### src/rtl/vector_dac_pkg.sv
// Shared types and helpers for the vector DAC output stage.
// Optional feature macro: VECTOR_DAC_BLANK_EN (step-magnitude blanking output).
package vector_dac_pkg;

    typedef enum logic [1:0] {ST_START, ST_IDLE, ST_HOLD} state_t;

    localparam int unsigned START_CYCLES_DEFAULT = 256;

    // Midscale code for an unsigned DAC of the given width.
    function automatic int unsigned midscale(input int unsigned width);
        return 32'd1 << (width - 1);
    endfunction

endpackage

### src/rtl/vector_dac_driver_if.sv
// Point-in / DAC-out bundle between the display core and the DAC driver.
// Optional feature macro: VECTOR_DAC_BLANK_EN adds the blank signal.
interface vector_dac_driver_if #(
    parameter int unsigned CH_WIDTH = 8,
    parameter int unsigned N_CH     = 2,
    parameter int unsigned DWELL_W  = 8
);
    logic                       enable;
    logic [N_CH*CH_WIDTH-1:0]   pt_data;
    logic                       pt_valid;
    logic                       pt_ready;
    logic [DWELL_W-1:0]         dwell;
    logic [N_CH*CH_WIDTH-1:0]   dac_out;
    logic                       dac_strobe;
    logic                       busy;
`ifdef VECTOR_DAC_BLANK_EN
    logic                       blank;
`endif

    modport master (
        output enable, pt_data, pt_valid, dwell,
`ifdef VECTOR_DAC_BLANK_EN
        input  blank,
`endif
        input  pt_ready, dac_out, dac_strobe, busy
    );

    modport slave (
        input  enable, pt_data, pt_valid, dwell,
`ifdef VECTOR_DAC_BLANK_EN
        output blank,
`endif
        output pt_ready, dac_out, dac_strobe, busy
    );

endinterface

### src/rtl/vector_dac_dwell_cnt.sv
// Loadable saturating down-counter with a zero flag.
// Optional feature macro VECTOR_DAC_BLANK_EN does not affect this block.
module vector_dac_dwell_cnt #(
    parameter int unsigned    WIDTH     = 8,
    parameter logic [WIDTH-1:0] RESET_VAL = '0
) (
    input  logic             clk,
    input  logic             rst,
    input  logic             load,
    input  logic [WIDTH-1:0] load_val,
    input  logic             dec,
    output logic             zero
);
    logic [WIDTH-1:0] cnt_q;

    // Load has priority; decrement stops at zero instead of wrapping.
    always_ff @(posedge clk or posedge rst) begin
        if (rst) begin
            cnt_q <= RESET_VAL;
        end else if (load) begin
            cnt_q <= load_val;
        end else if (dec && (cnt_q != '0)) begin
            cnt_q <= cnt_q - WIDTH'(1);
        end
    end

    assign zero = (cnt_q == '0);

endmodule

### src/rtl/vector_dac_driver.sv
// N-channel DAC output stage: accepts beam points over valid/ready, holds each
// for a programmable dwell, and parks all channels at midscale after reset.
// Optional feature macro: VECTOR_DAC_BLANK_EN adds the blank output, raised
// for points whose per-channel step exceeds BLANK_THRESH.
module vector_dac_driver
    import vector_dac_pkg::*;
#(
    parameter int unsigned CH_WIDTH     = 8,
    parameter int unsigned N_CH         = 2,
    parameter int unsigned DWELL_W      = 8,
`ifdef VECTOR_DAC_BLANK_EN
    parameter int unsigned BLANK_THRESH = 32,
`endif
    parameter int unsigned START_CYCLES = START_CYCLES_DEFAULT
) (
    input  logic             clk,
    input  logic             rst,
    vector_dac_driver_if.slave bus
);
    localparam int unsigned W       = N_CH * CH_WIDTH;
    localparam int unsigned START_W = (START_CYCLES > 1) ? $clog2(START_CYCLES) : 1;
    localparam logic [CH_WIDTH-1:0] MID      = CH_WIDTH'(midscale(CH_WIDTH));
    localparam logic [W-1:0]        MID_ALL  = {N_CH{MID}};
    localparam logic [START_W-1:0]  START_INIT = START_W'(START_CYCLES - 1);

    state_t               state;
    logic [W-1:0]         dac_q;
    logic                 strobe_q;
    logic                 ready;
    logic                 accept;
    logic                 start_zero;
    logic                 dwell_zero;
    logic [DWELL_W-1:0]   dwell_load;
    logic                 step_big;

    // Ready is combinational so enable takes effect in the same cycle.
    always_comb begin
        ready = 1'b0;
        case (state)
            ST_IDLE: ready = bus.enable;
            ST_HOLD: ready = bus.enable & dwell_zero;
            default: ready = 1'b0;
        endcase
    end

    assign accept     = bus.pt_valid & ready;
    // A dwell of 0 behaves as 1: the counter starts already at zero.
    assign dwell_load = (bus.dwell == '0) ? '0 : bus.dwell - DWELL_W'(1);

    vector_dac_dwell_cnt #(
        .WIDTH     (START_W),
        .RESET_VAL (START_INIT)
    ) u_start_cnt (
        .clk      (clk),
        .rst      (rst),
        .load     (1'b0),
        .load_val ('0),
        .dec      (state == ST_START),
        .zero     (start_zero)
    );

    vector_dac_dwell_cnt #(
        .WIDTH     (DWELL_W),
        .RESET_VAL ('0)
    ) u_dwell_cnt (
        .clk      (clk),
        .rst      (rst),
        .load     (accept),
        .load_val (dwell_load),
        .dec      (state == ST_HOLD),
        .zero     (dwell_zero)
    );

`ifdef VECTOR_DAC_BLANK_EN
    logic signed [CH_WIDTH:0] diff;
    logic        [CH_WIDTH:0] mag;
    logic                     blank_q;

    // Flag a large jump on any channel between the held code and the new point.
    always_comb begin
        step_big = 1'b0;
        diff     = '0;
        mag      = '0;
        for (int i = 0; i < int'(N_CH); i++) begin
            diff = $signed({1'b0, bus.pt_data[i*CH_WIDTH +: CH_WIDTH]})
                 - $signed({1'b0, dac_q[i*CH_WIDTH +: CH_WIDTH]});
            mag  = diff[CH_WIDTH] ? (CH_WIDTH+1)'(-diff) : (CH_WIDTH+1)'(diff);
            if (32'(mag) > BLANK_THRESH) begin
                step_big = 1'b1;
            end
        end
    end
`else
    assign step_big = 1'b0;
`endif

    // Control FSM with registered DAC code, strobe and blank.
    always_ff @(posedge clk or posedge rst) begin
        if (rst) begin
            state    <= ST_START;
            dac_q    <= MID_ALL;
            strobe_q <= 1'b0;
`ifdef VECTOR_DAC_BLANK_EN
            blank_q  <= 1'b1;
`endif
        end else begin
            strobe_q <= accept;
            if (accept) begin
                dac_q <= bus.pt_data;
`ifdef VECTOR_DAC_BLANK_EN
                blank_q <= step_big;
`endif
            end
            case (state)
                ST_START: if (start_zero) state <= ST_IDLE;
                ST_IDLE:  if (accept) state <= ST_HOLD;
                ST_HOLD:  if (dwell_zero && !accept) state <= ST_IDLE;
                default:  state <= ST_START;
            endcase
        end
    end

    assign bus.pt_ready   = ready;
    assign bus.dac_out    = dac_q;
    assign bus.dac_strobe = strobe_q;
    assign bus.busy       = (state != ST_IDLE);
`ifdef VECTOR_DAC_BLANK_EN
    assign bus.blank      = blank_q;
`else
    // Comparator is compiled out in this build.
    logic unused_step_big;
    assign unused_step_big = step_big;
`endif

endmodule

### src/flat_wrapper.sv
// flat-port wrapper written by rule: the top's interface ports become plain ports
module vector_dac_driver_flat import vector_dac_pkg::*;
#(
    parameter int unsigned CH_WIDTH     = 8,
    parameter int unsigned N_CH         = 2,
    parameter int unsigned DWELL_W      = 8,

    parameter int unsigned START_CYCLES = START_CYCLES_DEFAULT
)
  (clk, rst, bus_enable, bus_pt_data, bus_pt_valid, bus_dwell, bus_pt_ready, bus_dac_out, bus_dac_strobe, bus_busy);
  vector_dac_driver_if #(.CH_WIDTH(CH_WIDTH), .N_CH(N_CH), .DWELL_W(DWELL_W)) bus_i ();
  input  logic clk;
  input  logic rst;
  input wire logic [$bits(bus_i.enable)-1:0] bus_enable;
  input wire logic [$bits(bus_i.pt_data)-1:0] bus_pt_data;
  input wire logic [$bits(bus_i.pt_valid)-1:0] bus_pt_valid;
  input wire logic [$bits(bus_i.dwell)-1:0] bus_dwell;
  output wire logic [$bits(bus_i.pt_ready)-1:0] bus_pt_ready;
  output wire logic [$bits(bus_i.dac_out)-1:0] bus_dac_out;
  output wire logic [$bits(bus_i.dac_strobe)-1:0] bus_dac_strobe;
  output wire logic [$bits(bus_i.busy)-1:0] bus_busy;
  assign bus_i.enable = bus_enable;
  assign bus_i.pt_data = bus_pt_data;
  assign bus_i.pt_valid = bus_pt_valid;
  assign bus_i.dwell = bus_dwell;
  assign bus_pt_ready = bus_i.pt_ready;
  assign bus_dac_out = bus_i.dac_out;
  assign bus_dac_strobe = bus_i.dac_strobe;
  assign bus_busy = bus_i.busy;
  vector_dac_driver #(.CH_WIDTH(CH_WIDTH), .N_CH(N_CH), .DWELL_W(DWELL_W), .START_CYCLES(START_CYCLES)) u_core (.clk(clk), .rst(rst), .bus(bus_i));
endmodule
### config.mk
export PLATFORM = sky130hd
export DESIGN_NAME = vector_dac_driver_flat
export DESIGN_NICKNAME = d
export VERILOG_FILES = /design/src/rtl/vector_dac_pkg.sv /design/src/rtl/vector_dac_driver_if.sv /design/src/rtl/vector_dac_dwell_cnt.sv /design/src/rtl/vector_dac_driver.sv /design/src/flat_wrapper.sv
export SDC_FILE = /design/constraint.sdc
export NUM_CORES = 1
export LEC_CHECK = 0
export ABC_AREA = 1
export CORE_MARGIN = 1.5
export CORE_UTILIZATION = 52
export CTS_CLUSTER_DIAMETER = 150
export DETAILED_ROUTE_END_ITERATION = 16
export PLACE_DENSITY = 0.81
export SKIP_LAST_GASP = 1
export SLEW_MARGIN = 20
export SYNTH_ARGS = -nofsm -noshare
export SYNTH_HDL_FRONTEND = slang
export SYNTH_HIERARCHICAL = 1
export SYNTH_SLANG_ARGS = --single-unit
### constraint.sdc
create_clock -name clk -period 2.5 [get_ports clk]
set_clock_uncertainty 0.05 [all_clocks]
set_input_delay 0.5 -clock clk [delete_from_list [all_inputs] [get_ports clk]]
set_output_delay 0.5 -clock clk [all_outputs]
set_load 0.02 [all_outputs]
# == After elaboration in Yosys (flattened, before gate mapping) ==
# Cells that the tools add are included.
# totals
word_cells,36
reg_bits,35
output_inout_bits,19
inputBits,28
# classes
n_mux,8
bitwise_logic,2
reduce_logical,12
eq_ne,6
addsub,3
# op_table
cell,count
logical NOT 8 bit,3
two-way mux 8 bit,3
subtractor 8 x 1 -> 8 bit (second input constant),3
nonzero test 8 bit,2
!= test 2 x 1 -> 1 bit (second input constant),4
two-way mux 2 bit,3
one-hot mux 2 bit (3 select lines),1
logical AND 1 bit,3
AND reduction 3 bit,1
AND 1 bit,2
== test 2 x 1 -> 1 bit (second input constant),1
== test 2 bit (second input constant),1
logical NOT 2 bit,1
one-hot mux 1 bit (2 select lines),1
nonzero test 2 bit,1
logical NOT 1 bit,1

# == Logic depth before layout (Yosys ltp) ==
# Gate-level depths: netlist of the first run.
# depth
word_depth,8
ltp_mapped,15
ltp_nobuf,13

# == Modules after synthesis ==
# Netlist of the first run, hierarchy kept.
# by_module_without_submodules
mod,seq_area_each_um2,area_per_inst_um2,instances,cells_per_inst
vector_dac_driver,478.0,1054.8,1,138
vector_dac_dwell_cnt (u_core.u_start_cnt),210.2,643.1,1,91
vector_dac_dwell_cnt (u_core.u_dwell_cnt),200.2,633.1,1,91

# == Worst setup path before layout of the first run ==
# OpenSTA, ideal clock, no wires.
# synth_timing
path_kind,reg-to-reg
startpoint,register u_core.u_dwell_cnt.cnt_q[0]
endpoint,register u_core.u_dwell_cnt.cnt_q[1]
setup_ns,0.118
setup_slack_ns,0.407
t_required_ns,2.332
period_less_slack_ns,2.093
arrival_ns,1.925
path_stages_with_launch,14
path_buffers,2
cell_sequence,dfrtp_1 inv_1 ha_1 nand2_1 nor2_1 nand2_1 nand2_2 nand3_4 inv_4 buf_6 clkbuf_1 o21ai_0 nand2_1 o21ai_2
# synth_via
elab_chain_len,5
word_cells_on_any_way,10
cone_classes,1 x add/sub; 3 x mux; 2 x bitwise; 4 x reduce/logical
# synth_rtl
item,line_no,source
"start, declared",vector_dac_dwell_cnt.sv:14,logic [WIDTH-1:0] cnt_q;
"start signal, assigned",vector_dac_dwell_cnt.sv:21,cnt_q <= load_val;
"start signal, assigned",vector_dac_dwell_cnt.sv:23,cnt_q <= cnt_q - WIDTH'(1);
logical NOT 8 bit (*),vector_dac_dwell_cnt.sv:27,assign zero = (cnt_q == '0);
named net u_core.dwell_zero,vector_dac_driver.sv:32,logic dwell_zero;
AND 1 bit (*),vector_dac_driver.sv:41,ST_HOLD: ready = bus.enable & dwell_zero;
one-hot mux 1 bit (2 select lines) (*),vector_dac_driver.sv:39,case (state)
AND 1 bit (*),vector_dac_driver.sv:46,assign accept = bus.pt_valid & ready;
named net u_core.accept,vector_dac_driver.sv:30,logic accept;
two-way mux 8 bit / nonzero test 2 bit (equally long branches),-,
# The timed path passes the listed nets; every way through them passes the cells marked *. The select of a mux whose other input is x is not followed.
# A chain may end at the register's enable or synchronous reset.

# == Worst setup path in the final report of the first run ==
# layout_timing
startpoint,register u_core.u_dwell_cnt.cnt_q[1]
endpoint,output port bus_pt_ready
# layout_via
elab_chain_len,3
# layout_rtl
item,line_no,source
logical NOT 8 bit,vector_dac_dwell_cnt.sv:27,
named net u_core.dwell_zero,vector_dac_driver.sv:32,
AND 1 bit,vector_dac_driver.sv:41,
one-hot mux 1 bit (2 select lines),vector_dac_driver.sv:39,
"end, declared",flat_wrapper.sv:18,output wire logic [$bits(bus_i.pt_ready)-1:0] bus_pt_ready;
# The timed path passes the listed nets, and every way through them passes these cells.

==> impl_metrics.toml, run 1 <==
[power]
total_leakage_power_nw = 1.49
vdd.ir_drop.worst_uv = 524
power_density_mw_per_mm2 = 1140
p_total_mw = 3.41

[floorplan]
die_h_um = 70.0
io_pins = 47
start_util = 0.539
core-area_mm2 = 0.00432
rows = 24
die_w_um = 70.0
die_area_mm2 = 0.00489

[synthesis]
netlist_area_mm2 = 0.00233
synth_edf_count = 0
async_reset_ff_frac = 1.00
syn_avg_cell_area_um2 = 7.28
synth-seq-cells = 35
synth.area.top_cells = "dfrtp_1 27%, nand2_1 20%, dfstp_2 11%"
yosys.area.top_type_share = 0.268
synthesis.instances = 320
ys_types = 33
yosys_most_used_dff = "dfrtp_1"
seq_area_frac_synth = 0.381
ys_warn_count = 6
synth_area_leader_cell = "dfrtp_1"

[global_route]
grt_pass1_wl_um = 8710
grt_max_degree = 28
grt_usage = 0.219
grt_antenna_before_repair = 0
grt_overflow_total = 0
first_global_vias = 2037

[route]
route.top_layer_used = "met4"
drtIter0Drc = 112
routed_wl_um = 5040
drcViolationCount = 0
wl_met1_um = 2270
wl_per_cell_um = 11.6
dr.pass1.iters = 4
wl_met3_um = 151
wl_met2_um = 2530
via_per_inst = 4.86
ant_nets = 0
num_vias = 2103

[cts]
htreeDepth = 2
cts_made_buffers = 5
cts_sinks = 35
cts_tree = "done"
clk_path_buf_depth = 2
insertion_delay_ns = 0.29
cts.root.buffer_cell = "clkbuf_8"
path_clk_slew_ns = 0.08
postCtsSetupRepairBufs = 0
hold_buffers = 0

[setup_path]
arrival_ns = 1.68
rr_startpoint = "u_core/u_dwell_cnt/cnt_q[1]$_DFFE_PP0P_"
path_max_fanout = 3
startpoint = "u_core/u_dwell_cnt/cnt_q[1]$_DFFE_PP0P_"
cp-start-kind = "register"
endpoint_kind = "primary output"
worstSetupPathType = "register to primary output"
crit_required_ns = 1.95

[placed_design]
port_buffers = 46
placed_cell_area_mm2 = 0.00288
dp_hpwl_um = 3730
place.gp.congestion = 0.835

[sta]
rsz0062_at_grt = "false"
fin_crit_sh = 0.894
whs_ns = 0.422
slew-limit-headroom = 0.527
worstMarginPinSlew_ns = 0.708
fmax_mhz = 448
hold_violations = 0
tns_ns = 0
setup_viol = 0
fin_crit_ns = 2.23
slew_viol_final = 0

[worst_hold_path]
hp-start = "u_core/bus.dac_out[15]$_DFFE_PP1P_"
hp-class = "register to register"

[final_layout]
final_area_mm2 = 0.00299
drive_gt1_frac = 0.136
area_delta_synth_final_pct = 28.4
final_cell_mix = "126 x nand2_1, 45 x clkdlybuf4s50_1, 31 x inv_1, 31 x nand3_1"
antennaDiodeCount = 0
final_common_cell = "nand2_1"
layout.nets = 419

[outcome]
outcome = "finished, final reports clean"

[job]
cap_violations = 0
[per-stage QoR]
stage / std cells / util / setup slack, ns
floorplan: 330 / - / 0.407
global placement: 425 / 0.667 / 0.127
detailed placement: 425 / 0.667 / 0.103
CTS: 433 / 0.693 / 0.0765
global route: 433 / 0.692 / 0.0870
finish: 433 / 0.692 / 0.266
[power breakdown]
group	leakage (nW)	switching (mW)	total, mW	internal [mW]
Clock	0.0581	0.224	0.521	0.297
Sequential	0.422	0.224	1.10	0.872
Combinational	1.01	1.05	1.80	0.747
Total	1.49	1.50	3.41	1.92
[synthesized netlist by cell type (3+ instances only)]
library cell and n:
nor2_4 4, dfstp_2 10, ha_1 11, nand3_1 31
nand2_4 4, nor2_1 26, dfrtp_1 25, inv_2 3
buf_2 3, o21ai_2 6, xnor2_1 5, inv_1 31
o21ai_0 9, nand2_1 126
[per-layer routing]
metal / vias up / track usage
li1: 1110 / -
met4: 0 / 0.0876
met2: 35 / 0.386
met3: 10 / 0.0375
met5: - / 0
met1: 948 / 0.265
[critical path, cell delays in order, from the launching register on]
cell and delay, ns:
dfrtp_1 0.39, inv_1 0.12, ha_1 0.16, nand2_1 0.13, nor2_2 0.17, nand2_1 0.08, nand2_2 0.09, nand2_1 0.05
inv_1 0.05, clkbuf_2 0.15
[logic make-up (layout without fill, tap and decap cells)]
family                   after synthesis  after routing  share of synthesized area
AND/OR/NAND/NOR                      204            204                      0.395
buffers and inverters                 41             92                     0.0719
flip-flops                            35             35                      0.381
AO/OA/AOI/OAI                         22             22                     0.0687
adder cells (fa/ha/maj)               11             11                     0.0590
XOR/XNOR                               6              6                     0.0225
other                                  1             11                    0.00161
[worst paths after layout]
| check | to | slack (ns) | cells after the start |
|---|---|---|---|
| worst max-delay path | bus_pt_ready | 0.27 | 9 |
| worst min-delay path | u_core/bus.dac_out[15]$_DFFE_PP1P_ | 0.42 | 2 |
| worst max register to register | u_core/u_dwell_cnt/cnt_q[5]$_DFFE_PP0P_ | 0.40 | 12 |
| worst min register to register | u_core/bus.dac_out[15]$_DFFE_PP1P_ | 0.42 | 2 |
| max in group asynchronous | u_core/bus.dac_out[10]$_DFFE_PP0P_ | 1.31 | 2 |
| min in group asynchronous | u_core/u_dwell_cnt/cnt_q[6]$_DFFE_PP0P_ | 0.48 | 2 |
[what timing repair did]
action                     in CTS  in global routing
gates resized for setup         2                  2
setup endpoints to repair       1                  1
pin swaps                       0                  1
[state kept, by name (all words and copies together), names as in the netlist]
| name | flops |
|---|---|
| u_core/u_dwell_cnt/cnt_q | 8 |
| u_core/bus.dac_out | 16 |
| u_core/state | 2 |
| u_core/u_start_cnt/cnt_q | 8 |
| u_core/bus.dac_strobe | 1 |
[layout make-up]
class                      count  area (um^2)
fill                         362         1330
tap                           52         65.1
clock inverter                 3         43.8
sequential                    35          888
timing repair buffer          49          478
multi-input combinational    254         1320
clock buffer                   5         68.8
inverter                      35          134
Note: power is estimated with default switching activity, not from simulation.
==> run 2: changes to the inputs <==
- CAP_MARGIN: default -> 10
==> results of run 2 <==
Final layout, timing and power as in run 1 (identical DEF).
